`src/rtl/seven_seg_to_hex_monitor.sv`:
```
// Watches N_DIGITS active-low 7-segment buses, debounces each digit and decodes the committed pattern.
// Optional SEVEN_SEG_MONITOR_STICKY_ERR_EN: o_error latches until reset.
module seven_seg_to_hex_monitor #(
  parameter int N_DIGITS      = 6,
  parameter int STABLE_CYCLES = 4
) (
  input  logic                  i_clk,
  input  logic                  i_rst,
  input  logic [7*N_DIGITS-1:0] i_display,
  output logic [4*N_DIGITS-1:0] o_value,
  output logic [N_DIGITS-1:0]   o_valid,
  output logic [N_DIGITS-1:0]   o_blank,
  output logic [N_DIGITS-1:0]   o_error,
  output logic                  o_update
);

  localparam int CW = $clog2(STABLE_CYCLES + 1);
  localparam logic [CW-1:0] CNT_MAX    = CW'(STABLE_CYCLES);
  localparam logic [CW-1:0] CNT_COMMIT = CW'(STABLE_CYCLES - 1);
  localparam logic [6:0]    BLANK_PAT  = 7'h7F;

  // Returns {legal, nibble}.
  function automatic logic [4:0] decode(input logic [6:0] pat);
    logic [4:0] r;
    case (pat)
      7'h40:   r = 5'h10;
      7'h79:   r = 5'h11;
      7'h24:   r = 5'h12;
      7'h30:   r = 5'h13;
      7'h19:   r = 5'h14;
      7'h12:   r = 5'h15;
      7'h02:   r = 5'h16;
      7'h78:   r = 5'h17;
      7'h00:   r = 5'h18;
      7'h18:   r = 5'h19;
      7'h08:   r = 5'h1A;
      7'h03:   r = 5'h1B;
      7'h46:   r = 5'h1C;
      7'h21:   r = 5'h1D;
      7'h06:   r = 5'h1E;
      7'h0E:   r = 5'h1F;
      default: r = 5'h00;
    endcase
    return r;
  endfunction

  logic [N_DIGITS-1:0][6:0]    sample_q, sample_d;
  logic [N_DIGITS-1:0][CW-1:0] cnt_q, cnt_d;
  logic [N_DIGITS-1:0][6:0]    commit_q, commit_d;
  logic [N_DIGITS-1:0]         seen_q, seen_d;
  logic [N_DIGITS-1:0][3:0]    value_q, value_d;
  logic [N_DIGITS-1:0]         valid_q, valid_d;
  logic [N_DIGITS-1:0]         blank_q, blank_d;
  logic [N_DIGITS-1:0]         error_q, error_d;
  logic                        update_q, update_d;

  logic [6:0] new_pat;
  logic [4:0] dec;
  logic       is_blank;
  logic       is_illegal;

  always_comb begin
    sample_d   = sample_q;
    cnt_d      = cnt_q;
    commit_d   = commit_q;
    seen_d     = seen_q;
    value_d    = value_q;
    valid_d    = valid_q;
    blank_d    = blank_q;
    error_d    = error_q;
    update_d   = 1'b0;
    new_pat    = '0;
    dec        = '0;
    is_blank   = 1'b0;
    is_illegal = 1'b0;
    for (int d = 0; d < N_DIGITS; d++) begin
      new_pat     = i_display[7*d +: 7];
      sample_d[d] = new_pat;
      if (new_pat != sample_q[d]) begin
        cnt_d[d] = '0;
      end else if (cnt_q[d] != CNT_MAX) begin
        cnt_d[d] = cnt_q[d] + 1'b1;
      end
      // The incoming sample matching a counter at STABLE_CYCLES-1 is the commit point.
      if (new_pat == sample_q[d] && cnt_q[d] == CNT_COMMIT) begin
        dec        = decode(sample_q[d]);
        is_blank   = (sample_q[d] == BLANK_PAT);
        is_illegal = !dec[4] && !is_blank;
        valid_d[d] = dec[4];
        blank_d[d] = is_blank;
        if (dec[4]) value_d[d] = dec[3:0];
`ifdef SEVEN_SEG_MONITOR_STICKY_ERR_EN
        error_d[d] = error_q[d] | is_illegal;
`else
        error_d[d] = is_illegal;
`endif
        if (!seen_q[d] || commit_q[d] != sample_q[d]) update_d = 1'b1;
        commit_d[d] = sample_q[d];
        seen_d[d]   = 1'b1;
      end
    end
  end

  always_ff @(posedge i_clk or posedge i_rst) begin
    if (i_rst) begin
      sample_q <= {N_DIGITS{BLANK_PAT}};
      cnt_q    <= '0;
      commit_q <= '0;
      seen_q   <= '0;
      value_q  <= '0;
      valid_q  <= '0;
      blank_q  <= '0;
      error_q  <= '0;
      update_q <= 1'b0;
    end else begin
      sample_q <= sample_d;
      cnt_q    <= cnt_d;
      commit_q <= commit_d;
      seen_q   <= seen_d;
      value_q  <= value_d;
      valid_q  <= valid_d;
      blank_q  <= blank_d;
      error_q  <= error_d;
      update_q <= update_d;
    end
  end

  assign o_value  = value_q;
  assign o_valid  = valid_q;
  assign o_blank  = blank_q;
  assign o_error  = error_q;
  assign o_update = update_q;

endmodule
```
`config.mk`:
```
export PLATFORM = sky130hd
export DESIGN_NAME = seven_seg_to_hex_monitor
export DESIGN_NICKNAME = d
export VERILOG_FILES = /design/src/rtl/seven_seg_to_hex_monitor.sv
export SDC_FILE = /design/constraint.sdc
export NUM_CORES = 1
export LEC_CHECK = 0
export CAP_MARGIN = 20
export CORE_ASPECT_RATIO = 1.25
export CORE_MARGIN = 2
export CORE_UTILIZATION = 50
export DETAILED_ROUTE_END_ITERATION = 12
export MAX_ROUTING_LAYER = met4
export PLACE_DENSITY = 0.69
export SLEW_MARGIN = 15
export SYNTH_ARGS = -nofsm -noshare
export SYNTH_HDL_FRONTEND = slang
export SYNTH_SLANG_ARGS = --single-unit
```
`constraint.sdc`:
```
create_clock -name i_clk -period 6.2 [get_ports i_clk]
set_clock_uncertainty 0.2 [all_clocks]
set_input_delay 1.24 -clock i_clk [delete_from_list [all_inputs] [get_ports i_clk]]
set_output_delay 1.24 -clock i_clk [all_outputs]
set_load 0.05 [all_outputs]
```
* After elaboration in Yosys (flattened, before gate mapping)
Index checks and enable logic that the tools add are counted.
** Word-level totals
- Word-level logic and storage cells :: 271
- Input port bits :: 44
- Register bits after elaboration :: 151
** Cells by class
- Multiplexer cells :: 36
- Reduce and logical (&&, ||, !) cells :: 54
- Equal/unequal tests :: 126
- Add/subtract/negate cells :: 6
** Operator list (number)
- 5-bit one-hot mux with 16 select lines :: 6
- 7-bit equality test (second input constant) :: 30
- 7-bit by 5-bit equality test with 1-bit output (second input constant) :: 18
- 7-bit by 6-bit equality test with 1-bit output (second input constant) :: 18
- 7-bit by 2-bit equality test with 1-bit output (second input constant) :: 12
- 7-bit by 4-bit equality test with 1-bit output (second input constant) :: 12
- 7-bit != test :: 12
- 7-bit by 3-bit equality test with 1-bit output (second input constant) :: 6
- 7-bit equality test :: 6
- 7-bit zero test :: 6
- 3-bit two-way mux :: 12
- 5-bit two-way mux :: 6
- 3-bit by 1-bit adder with 3-bit output (second input constant) :: 6
- 3-bit by 2-bit equality test with 1-bit output (second input constant) :: 6
- 1-bit zero test :: 18
- 3-bit != test (second input constant) :: 6
- 1-bit logical AND :: 12
- 1-bit two-way mux :: 12
- 2-bit AND reduction :: 6
- 2-bit nonzero test :: 6
- 1-bit logical OR :: 6

* Longest topological paths before layout
Gate-level depths: netlist (run 1).
- Depth in word-level cells :: 14
- Mapped depth :: 9
- Mapped depth without buffers :: 6

* Worst setup path before layout (run 1)
Ideal clock, no wire load.
- Kind :: in2reg
- Start :: input port i_display[5]
- End :: register value_q, in the netlist o_value[0]
- Setup slack :: 3.320 ns
- Stages on the path :: 5
- Arrival :: 2.555 ns
- Path buffers :: 0
- Required time :: 5.875 ns
- Cell sequence :: xor2_1 > nor4_2 > nand3_2 > a31oi_2 > mux2_2
** On the way
- Cells in the longest elaborated chain, start to end :: 3
** Ends and longest elaborated chain
- from (decl) :: line 9 : input logic [7*N_DIGITS-1:0] i_display,
- 7-bit equality test :: line 85 : if (new_pat == sample_q[d] && cnt_q[d] == CNT_COMMIT) begin
- 1-bit logical AND :: line 85
- 2-bit AND reduction (no line)
- to (signal assigned) :: line 120 : value_q <= value_d;
- to (decl) :: line 51 : logic [N_DIGITS-1:0][3:0] value_q, value_d;
Every way passes these cells.
A chain may end at the register's enable or synchronous reset.

* Worst setup path in the final report (run 1)
- Start :: input port i_display[39]
- End :: register update_q (netlist: o_update)
** On the way
- Cells in the longest elaborated chain, start to end :: 3
** Ends and longest elaborated chain
- 7-bit equality test :: line 85
- 1-bit logical AND :: line 85
- 1-bit two-way mux :: line 85
- via update_d :: line 55 : logic update_q, update_d;
- to (signal assigned) :: line 124 : update_q <= update_d;
- to (decl) :: line 55
The timed path passes the listed nets, and every way through them passes these cells.

==> results of run 1 <==
==> state kept, by name (all words and copies together) (netlist names) <==
| name | count |
|---|---|
| seen_q | 6 |
| o_valid | 6 |
| o_update | 1 |
| o_value | 24 |
| sample_q | 42 |
| cnt_q | 18 |
| o_blank | 6 |
| commit_q | 42 |
| o_error | 6 |
==> per-layer routing <==
| metal | vias up | GRT usage, % | part of all wire (%) |
|---|---|---|---|
| met5 | - | - | 0 |
| met4 | 0 | 5.64 | 1.3 |
| met2 | 108 | 32.2 | 49 |
| met3 | 19 | 4.20 | 3.6 |
| li1 | 3226 | - | - |
| met1 | 3138 | 26.0 | 46 |
==> worst max-delay path, delay by kind of cell <==
kind	cells	cell delay (ps)
buf+inv	1	490
compound gates	1	190
simple gates	4	1470
xor+xnor	1	190
==> layout by cell type, fill, tap and decap left out, types with 5 or more instances in the layout <==
master,synthesis,final
dfrtp_1,109,109
nand2_1,100,100
clkdlybuf4s50_1,0,86
xnor2_1,52,52
xor2_1,47,47
nor2_1,45,45
dfstp_2,42,42
mux2_2,39,39
o21ai_0,33,33
inv_1,29,28
nand3_1,27,27
a21oi_1,26,26
nand2b_1,25,25
nor3_1,20,20
ha_1,18,18
clkbuf_16,0,17
nand4_1,16,16
nor4_1,14,14
nor3b_1,13,13
o31ai_1,9,9
and3_1,8,8
nor2b_1,6,6
o22ai_1,6,6
and3b_1,6,6
o211ai_1,6,6
a21o_1,6,6
nand3b_1,6,6
a31oi_1,6,6
clkbuf_8,0,6
a21boi_0,5,5
a32oi_1,5,5
nor4b_1,5,5
or3_1,5,5
nor4bb_1,5,5
==> power groups by stage <==
| stage | Combinational (mW) | Sequential [mW] | Clock, mW |
|---|---|---|---|
| 2_1_floorplan | 0.168 | 1.04 | 0 |
| 3_3_place_gp | 0.166 | 1.10 | 0 |
| 3_5_place_dp | 0.169 | 1.10 | 0 |
| 4_1_cts | 0.170 | 1.08 | 1.15 |
| 5_1_grt | 0.189 | 1.09 | 1.20 |
| 6_report | 0.167 | 1.08 | 1.13 |
==> final cells by class <==
class / count / area share, %
clock buffers: 25 / 5.04
clock inverters: 7 / 1.35
inverters: 29 / 1.11
multi-input cells: 643 / 43.7
flip-flops and latches: 151 / 37.5
well taps: 224 / 2.74
repair buffers: 88 / 8.57
==> cell families after synthesis <==
family          after synthesis  synth area share, %
fa+ha+maj                    18                 2.57
compound gates              145                 11.5
simple gates                335                 21.1
flops                       151                 43.7
buf+inv                     101                 5.21
mux                          46                 5.99
xor+xnor                     99                 9.90
==> final timing paths <==
kind,startpoint,endpoint,slack [ps],cells past startpoint
max,i_display[39],o_update,2690,7
min,seen_q[2],seen_q[2],270,1
max reg2reg,sample_q[35],o_update,3240,6
min reg2reg,seen_q[2],seen_q[2],270,1
max in group asynchronous,i_rst,cnt_q[5],3610,3
min in group asynchronous,i_rst,o_valid[4],1110,2
==> through the flow <==
step | hold WS [ps] | std cells | utilization (%)
after floorplan | 234 | 895 | -
after CTS | 270 | 1167 | 59.1
final | 266 | 1167 | 59.1
after global routing | 279 | 1167 | 59.1
after global placement | 248 | 1135 | 55.3
after detailed placement | 253 | 1135 | 55.3
==> flow_metrics.py, run 1 <==
metrics = {
    "cts": {
        "holdBufCountCts": 0,
        "htreeDepth": 4,
        "clk_latency_ps": 420,
        "cts-root-buf": "clkbuf_16",
        "cts_tree": "done",
        "cts_setup_buffers": 0,
        "clock_path_buffers": 2,
        "cts_buffers": 17,
        "cts_resized": 0,
        "cts_sinks": 151,
        "cts.clk_slew.worst_paths_ps": 60,
    },
    "final_layout": {
        "antenna_cells": 0,
        "final_cell_area_um2": 10200,
        "fin_nets": 992,
        "register_area_um2": 3830,
        "area.growth.synth_to_final_pct": 16.7,
        "multiInputGateArea_um2": 4470,
        "drive_above_1_share_pct": 14.8,
        "fill_cells": 1537,
    },
    "power": {
        "clkPwrFrac_pct": 47.4,
        "p_sw_mw": 0.538,
        "p_int_mw": 1.84,
        "finalPower_mw": 2.37,
        "switching_share_pct": 22.6,
        "pwr-share-comb_pct": 7.0,
        "power_frac_seq_pct": 45.6,
        "power.density_nw_per_um2": 232,
        "ir_worst_vdd_mv": 0.186,
        "leakagePower_nw": 4.33,
    },
    "global_route": {
        "grt_max_degree": 75,
        "grt_util_all_layers_pct": 20.2,
        "antenna_found_initial": 0,
        "grt_remaining_overflow": 0,
        "grt_pass1_vias": 6234,
        "grt_pass1_wl_mm": 29.8,
    },
    "synthesis": {
        "synthFlopType": "dfrtp_1",
        "ys_warn_count": 0,
        "synth_top_area_share_pct": 31.1,
        "synth_cells": 895,
        "syn-num-nets": 957,
        "ys_ff_latch": 151,
        "async_flop_share_pct": 100,
        "syn_avg_cell_area_um2": 9.79,
        "synth_area_um2": 8760,
        "synthTopCellsByCount": "dfrtp_1 (109), nand2_1 (100), xnor2_1 (52)",
        "synth_cell_types": 80,
        "synth.largest_area_cell": "dfrtp_1",
        "yosys.cell_count.top_type": "dfrtp_1",
        "synth_edf_count": 0,
        "synthTopCellsByArea": "dfrtp_1 (31%), dfstp_2 (13%), xnor2_1 (5.2%)",
        "seq_area_frac_synth_pct": 43.7,
    },
    "outcome": {
        "status": "completed",
    },
    "timing": {
        "final_hold_viol_count": 0,
        "relSlewSlack_pct": 39.2,
        "maxSlewViolCount": 0,
        "finalWorstSetupSlack_ps": 2690,
        "layout_min_cycle_time_ps": 3510,
        "fmaxAchievable_mhz": 285,
        "worst_pin_slew_ps": 912,
        "setup_violations": 0,
        "setup_tns_ps": 0,
        "fin_crit_sh_pct": 56.6,
        "rsz0062_at_grt": "no",
    },
    "route": {
        "drtIter0Drc": 363,
        "wl_mm": 17.2,
        "routed_via_density": 5.56,
        "wl_per_cell_um": 14.8,
        "drcViolationCount": 0,
        "antenna_left": 0,
        "dr_total_vias": 6491,
        "first_pass_iters": 4,
    },
    "placed_design": {
        "gp_congestion": 0.831,
        "place_area_um2": 9570,
        "place_ws_ps": 2230,
        "portBuffers": 86,
        "dp_hpwl_mm": 11.7,
    },
    "worst_setup_path": {
        "slowest_delay_ps": 720,
        "worstPathRequired_ps": 6290,
        "crit_chain": "clkdlybuf4s50_1, xor2_1, nor4_2, nand4_2, or2_0, o22ai_1, or4_1",
        "cp_data_arrival_time_ps": 3600,
        "path_max_fanout": 16,
        "endpoint_kind": "register",
        "worstSetupPathType": "in -> reg",
        "critPathLaunchType": "primary input",
        "critPathSlowestCell": "or2_0",
    },
    "die": {
        "chipHeight_um": 152,
        "num_rows": 54,
        "core_area_um2": 17300,
        "die-area_um2": 18600,
        "start_util_pct": 50.6,
        "die_w_um": 122,
        "boundaryPins": 87,
    },
    "job": {
        "cap_violations": 0,
    },
    "worst_hold_path": {
        "hold_class": "reg -> reg",
    },
}
Note: power is estimated with default switching activity, not from simulation.
==> run 2, diff against run 1 <==
- clock period: 6.2 -> 3.6 ns (I/O delays scaled with it)
==> run 2 against run 1 <==
Effect of this change:
- die area is the same
- via count rose by 0.63%
- core utilization fell by 0.12 points
- critical path type unchanged
- first-iteration DRC count rose by 34%
- largest cell class unchanged
- combinational power is 72% higher
==> flow_metrics.py, run 2 (same netlist as run 1, synthesis figures left out) <==
metrics = {
    "outcome": {
        "status": "completed",
    },
    "worst_setup_path": {
        "cp_data_arrival_time_ps": 2790,
        "slowest_delay_ps": 430,
        "worstReg2RegEnd": "o_value[1]",
        "critPathSlowestCell": "clkdlybuf4s50_1",
        "critPathLaunchType": "primary input",
        "worstSetupPathType": "in -> reg",
        "crit_chain": "clkdlybuf4s50_1, xor2_1, nor4_2, nand4_2, or2_0, buf_4, o41ai_2",
        "worstPathRequired_ps": 3720,
        "endpoint_kind": "register",
        "rrSetupSlack_ps": 990,
        "startpoint": "i_display[36]",
        "r2r_cells": 5,
        "rr_startpoint": "sample_q[5]",
        "path_max_fanout": 12,
    },
    "global_route": {
        "grt_remaining_overflow": 0,
        "grt_pass1_vias": 6058,
        "grt_util_all_layers_pct": 20.0,
        "grt_max_degree": 152,
        "antenna_found_initial": 0,
        "grt_pass1_wl_mm": 29.4,
    },
    "cts": {
        "cts_sinks": 151,
        "holdBufCountCts": 0,
        "cts_setup_buffers": 0,
        "cts_tree": "done",
        "cts_buffers": 17,
        "clk_latency_ps": 420,
        "clock_path_buffers": 2,
        "cts-root-buf": "clkbuf_16",
        "cts.clk_slew.worst_paths_ps": 60,
        "htreeDepth": 4,
        "cts_resized": 0,
    },
    "placed_design": {
        "place_ws_ps": 506,
        "portBuffers": 86,
        "gp_congestion": 0.834,
        "place_area_um2": 9630,
        "dp_hpwl_mm": 11.5,
        "dpl.cell_count": 1141,
    },
    "die": {
        "start_util_pct": 50.6,
        "die_w_um": 122,
        "chipHeight_um": 152,
        "num_rows": 54,
        "boundaryPins": 87,
        "core_area_um2": 17300,
        "die-area_um2": 18600,
    },
    "route": {
        "wl_per_cell_um": 14.8,
        "antenna_left": 0,
        "wl_mm": 17.4,
        "first_pass_iters": 4,
        "drcViolationCount": 0,
        "drtIter0Drc": 486,
        "dr_total_vias": 6532,
        "routed_via_density": 5.57,
    },
    "timing": {
        "final_hold_viol_count": 0,
        "layout_min_cycle_time_ps": 2670,
        "worst_hold_slack_ps": 268,
        "fmaxAchievable_mhz": 375,
        "relSlewSlack_pct": 47.6,
        "setup_tns_ps": 0,
        "worst_pin_slew_ps": 786,
        "fin_crit_sh_pct": 74.1,
        "setup_violations": 0,
        "finalWorstSetupSlack_ps": 933,
        "maxSlewViolCount": 0,
        "rsz0062_at_grt": "no",
    },
    "final_layout": {
        "drive_above_1_share_pct": 15.3,
        "antenna_cells": 0,
        "area.growth.synth_to_final_pct": 16.5,
        "register_area_um2": 3830,
        "most-common-layout-cells": "dfrtp_1 (109), nand2_1 (100), clkdlybuf4s50_1 (86)",
        "final_cell_area_um2": 10200,
        "final_common_cell": "dfrtp_1",
        "fin_util_pct": 59.0,
        "stdcell_count": 1173,
        "multiInputGateArea_um2": 4470,
        "fill_cells": 1494,
        "fin_nets": 998,
    },
    "power": {
        "power_frac_seq_pct": 48.1,
        "ir_worst_vdd_mv": 0.311,
        "leakagePower_nw": 4.32,
        "switching_share_pct": 24.2,
        "power.density_nw_per_um2": 380,
        "clkPwrFrac_pct": 44.5,
        "finalPower_mw": 3.87,
        "pwr-share-comb_pct": 7.4,
        "p_int_mw": 2.94,
        "p_sw_mw": 0.937,
    },
    "worst_hold_path": {
        "min_to": "seen_q[3]",
        "hold_class": "reg -> reg",
        "holdPathStages": 1,
        "hold_path_startpoint": "seen_q[3]",
    },
    "job": {
        "cap_violations": 0,
    },
}
run 2: cell count changes in the layout (fill, tap and decap cells not counted), sizes merged:
cell      previous run  this run
buf                  2         8
clkinvlp             1         2
bufinv               4         1
inv                 29        28
clkinv               2         5
run 2: cell type report:
cell class | instances | area share [%]
clock buffers | 25 | 4.95
clock inverters | 7 | 0.687
inverters | 29 | 1.10
multi-input cells | 643 | 43.8
flip-flops and latches | 151 | 37.5
well taps | 224 | 2.75
repair buffers | 94 | 9.15
run 2: worst max-delay path by stage:
stage                 endpoint  slack (ps)  depth (start not counted)
CTS                 o_blank[5]         940                          7
floorplan             cnt_q[0]         810                          1
detailed placement  o_blank[5]         510                          7
global placement    o_blank[5]         530                          7
global route        o_blank[5]         760                          7
finish              o_blank[5]         930                          7
run 2: metal layers:
metal  vias up  GRT usage (%)  wire length [um]
li1       3235              -                 -
met1      3156           26.8              8220
met2       120           30.6              8380
met3        21           3.42               512
met4         0           6.62               257
met5         -              -                 0
run 2: power by group through the flow:
stage / registers, mW / clock network (mW) / logic, mW
2_1_floorplan: 1.79 / 0 / 0.289
3_5_place_dp: 1.89 / 0 / 0.291
6_report: 1.86 / 1.72 / 0.288
4_1_cts: 1.86 / 1.77 / 0.293
3_3_place_gp: 1.89 / 0 / 0.289
5_1_grt: 1.87 / 1.85 / 0.324
run 2: worst max-delay path: cells and delay by family:
kind                   cells  cell delay [ps]
XOR/XNOR                   1              180
AO/OA/AOI/OAI              1              300
buffers and inverters      2              660
AND/OR/NAND/NOR            3              930
==> run 3, diff against run 2 <==
- clock period: 3.6 -> 2.7 ns (I/O delays scaled with it)
==> run 3 against run 2 <==
Effect of this change:
- global-route usage is 0.36 points higher
- count of clock-buffer cells in the layout is 6 lower
- first-iteration DRC count is 21% lower
- highest routed layer unchanged
==> flow_metrics.py, run 3 (same netlist as run 1, synthesis figures left out) <==
metrics = {
    "cts": {
        "cts_buffers": 17,
        "clock_path_buffers": 2,
        "clk_latency_ps": 430,
        "htreeDepth": 4,
        "cts.clk_slew.worst_paths_ps": 60,
        "cts_tree": "done",
        "cts_resized": 0,
        "holdBufCountCts": 0,
        "cts_sinks": 151,
        "cts_setup_buffers": 0,
        "cts-root-buf": "clkbuf_16",
    },
    "worst_setup_path": {
        "path_max_fanout": 17,
        "critPathBufInv": 1,
        "crit_chain": "nand2_1, nand4b_1, o21ai_0, nor4_1, buf_4, a21o_1, mux2_2",
        "critPathLaunchType": "register",
        "slowest_delay_ps": 720,
        "rrSetupSlack_ps": 220,
        "endpoint_kind": "register",
        "critPathSlowestCell": "dfstp_2",
        "cp_data_arrival_time_ps": 2590,
        "cpLargestDelayFamily": "flip-flops",
        "worstSetupPathType": "reg -> reg",
        "worstPathRequired_ps": 2810,
    },
    "route": {
        "drtIter0Drc": 384,
        "routed_via_density": 5.51,
        "antenna_left": 0,
        "wl_mm": 17.3,
        "drcViolationCount": 0,
        "first_pass_iters": 5,
        "dr_total_vias": 6613,
        "wl_per_cell_um": 14.4,
    },
    "final_layout": {
        "area.growth.synth_to_final_pct": 19.6,
        "drive_above_1_share_pct": 18.0,
        "final_cell_area_um2": 10500,
        "fin_nets": 1026,
        "most-common-layout-cells": "dfrtp_1 (109), nand2_1 (100), clkdlybuf4s50_1 (86)",
        "fin_util_pct": 60.6,
        "final_common_cell": "dfrtp_1",
        "stdcell_count": 1201,
        "antenna_cells": 0,
        "fill_cells": 1516,
    },
    "power": {
        "leakagePower_nw": 4.49,
        "finalPower_mw": 5.40,
        "power.density_nw_per_um2": 516,
        "ir_worst_vdd_mv": 0.411,
    },
    "global_route": {
        "antenna_found_initial": 0,
        "grt_remaining_overflow": 0,
        "grt_util_all_layers_pct": 20.3,
        "grt_pass1_vias": 6342,
        "grt_max_degree": 81,
        "grt_pass1_wl_mm": 30.1,
    },
    "job": {
        "cap_violations": 0,
    },
    "timing": {
        "relSlewSlack_pct": 62.9,
        "rsz0062_at_grt": "no",
        "final_hold_viol_count": 0,
        "setup_tns_ps": 0,
        "finalWorstSetupSlack_ps": 216,
        "maxSlewViolCount": 0,
        "layout_min_cycle_time_ps": 2480,
        "fin_crit_sh_pct": 92.0,
        "worst_hold_slack_ps": 261,
        "worst_pin_slew_ps": 555,
        "setup_violations": 0,
        "fmaxAchievable_mhz": 403,
    },
    "worst_hold_path": {
        "hold_class": "in -> async",
    },
    "placed_design": {
        "place_ws_ps": -116,
        "portBuffers": 86,
        "dpl.cell_count": 1169,
        "dp_hpwl_mm": 12.0,
        "gp_congestion": 0.812,
        "place_area_um2": 9850,
    },
    "die": {
        "num_rows": 54,
        "start_util_pct": 50.6,
        "chipHeight_um": 152,
        "die-area_um2": 18600,
        "die_w_um": 122,
        "core_area_um2": 17300,
        "boundaryPins": 87,
    },
    "outcome": {
        "status": "completed",
    },
}
[run 3: cell count changes in the layout (fill, tap and decap cells not counted)]
cell       before  now
clkinv_2        3    6
buf_12          1    2
clkinv_4        2    0
bufinv_16       1    4
clkbuf_8        5    2
buf_4           7   34
clkbuf_1        3    0
inv_6           0    2
[run 3: layer usage]
metal	up-vias	global-route usage, %	wire, um
met3	17	4.62	672
met1	3190	26.5	8020
met2	109	31.9	8350
li1	3297	-	-
met5	-	-	0
met4	0	5.64	245
[run 3: final cells by class]
type	count	area (um2)	share of cell area [%]
Multi-Input combinational cell	643	4470	42.7
Inverter	29	113	1.07
Clock inverter	13	175	1.67
Clock buffer	19	453	4.32
Sequential cell	151	3830	36.6
Timing Repair Buffer	122	1160	11.0
Tap cell	224	280	2.67
[run 3: worst register-to-register path, cell delays in order (launching register included)]
cell	delay, ps
dfstp_2	720
nand2_1	120
nand4b_1	110
o21ai_0	120
nor4_1	370
buf_4	180
a21o_1	190
mux2_2	350
[run 3: power by group]
group / internal [mW] / switching, mW / total [mW] / leakage [nW]
combinational: 0.217 / 0.213 / 0.429 / 2.22
clock: 1.59 / 0.926 / 2.52 / 0.313
sequential: 2.33 / 0.131 / 2.46 / 1.95
total: 4.13 / 1.27 / 5.40 / 4.49
[run 3: worst paths after layout]
kind,from,to,cells after the start
worst max-delay path,sample_q[17],o_value[8],7
worst min-delay path,i_rst,o_valid[1],2
worst max register to register,sample_q[17],o_value[8],7
worst min register to register,seen_q[0],seen_q[0],1
max in group asynchronous,i_rst,sample_q[22],3
min in group i_clk,seen_q[0],seen_q[0],1
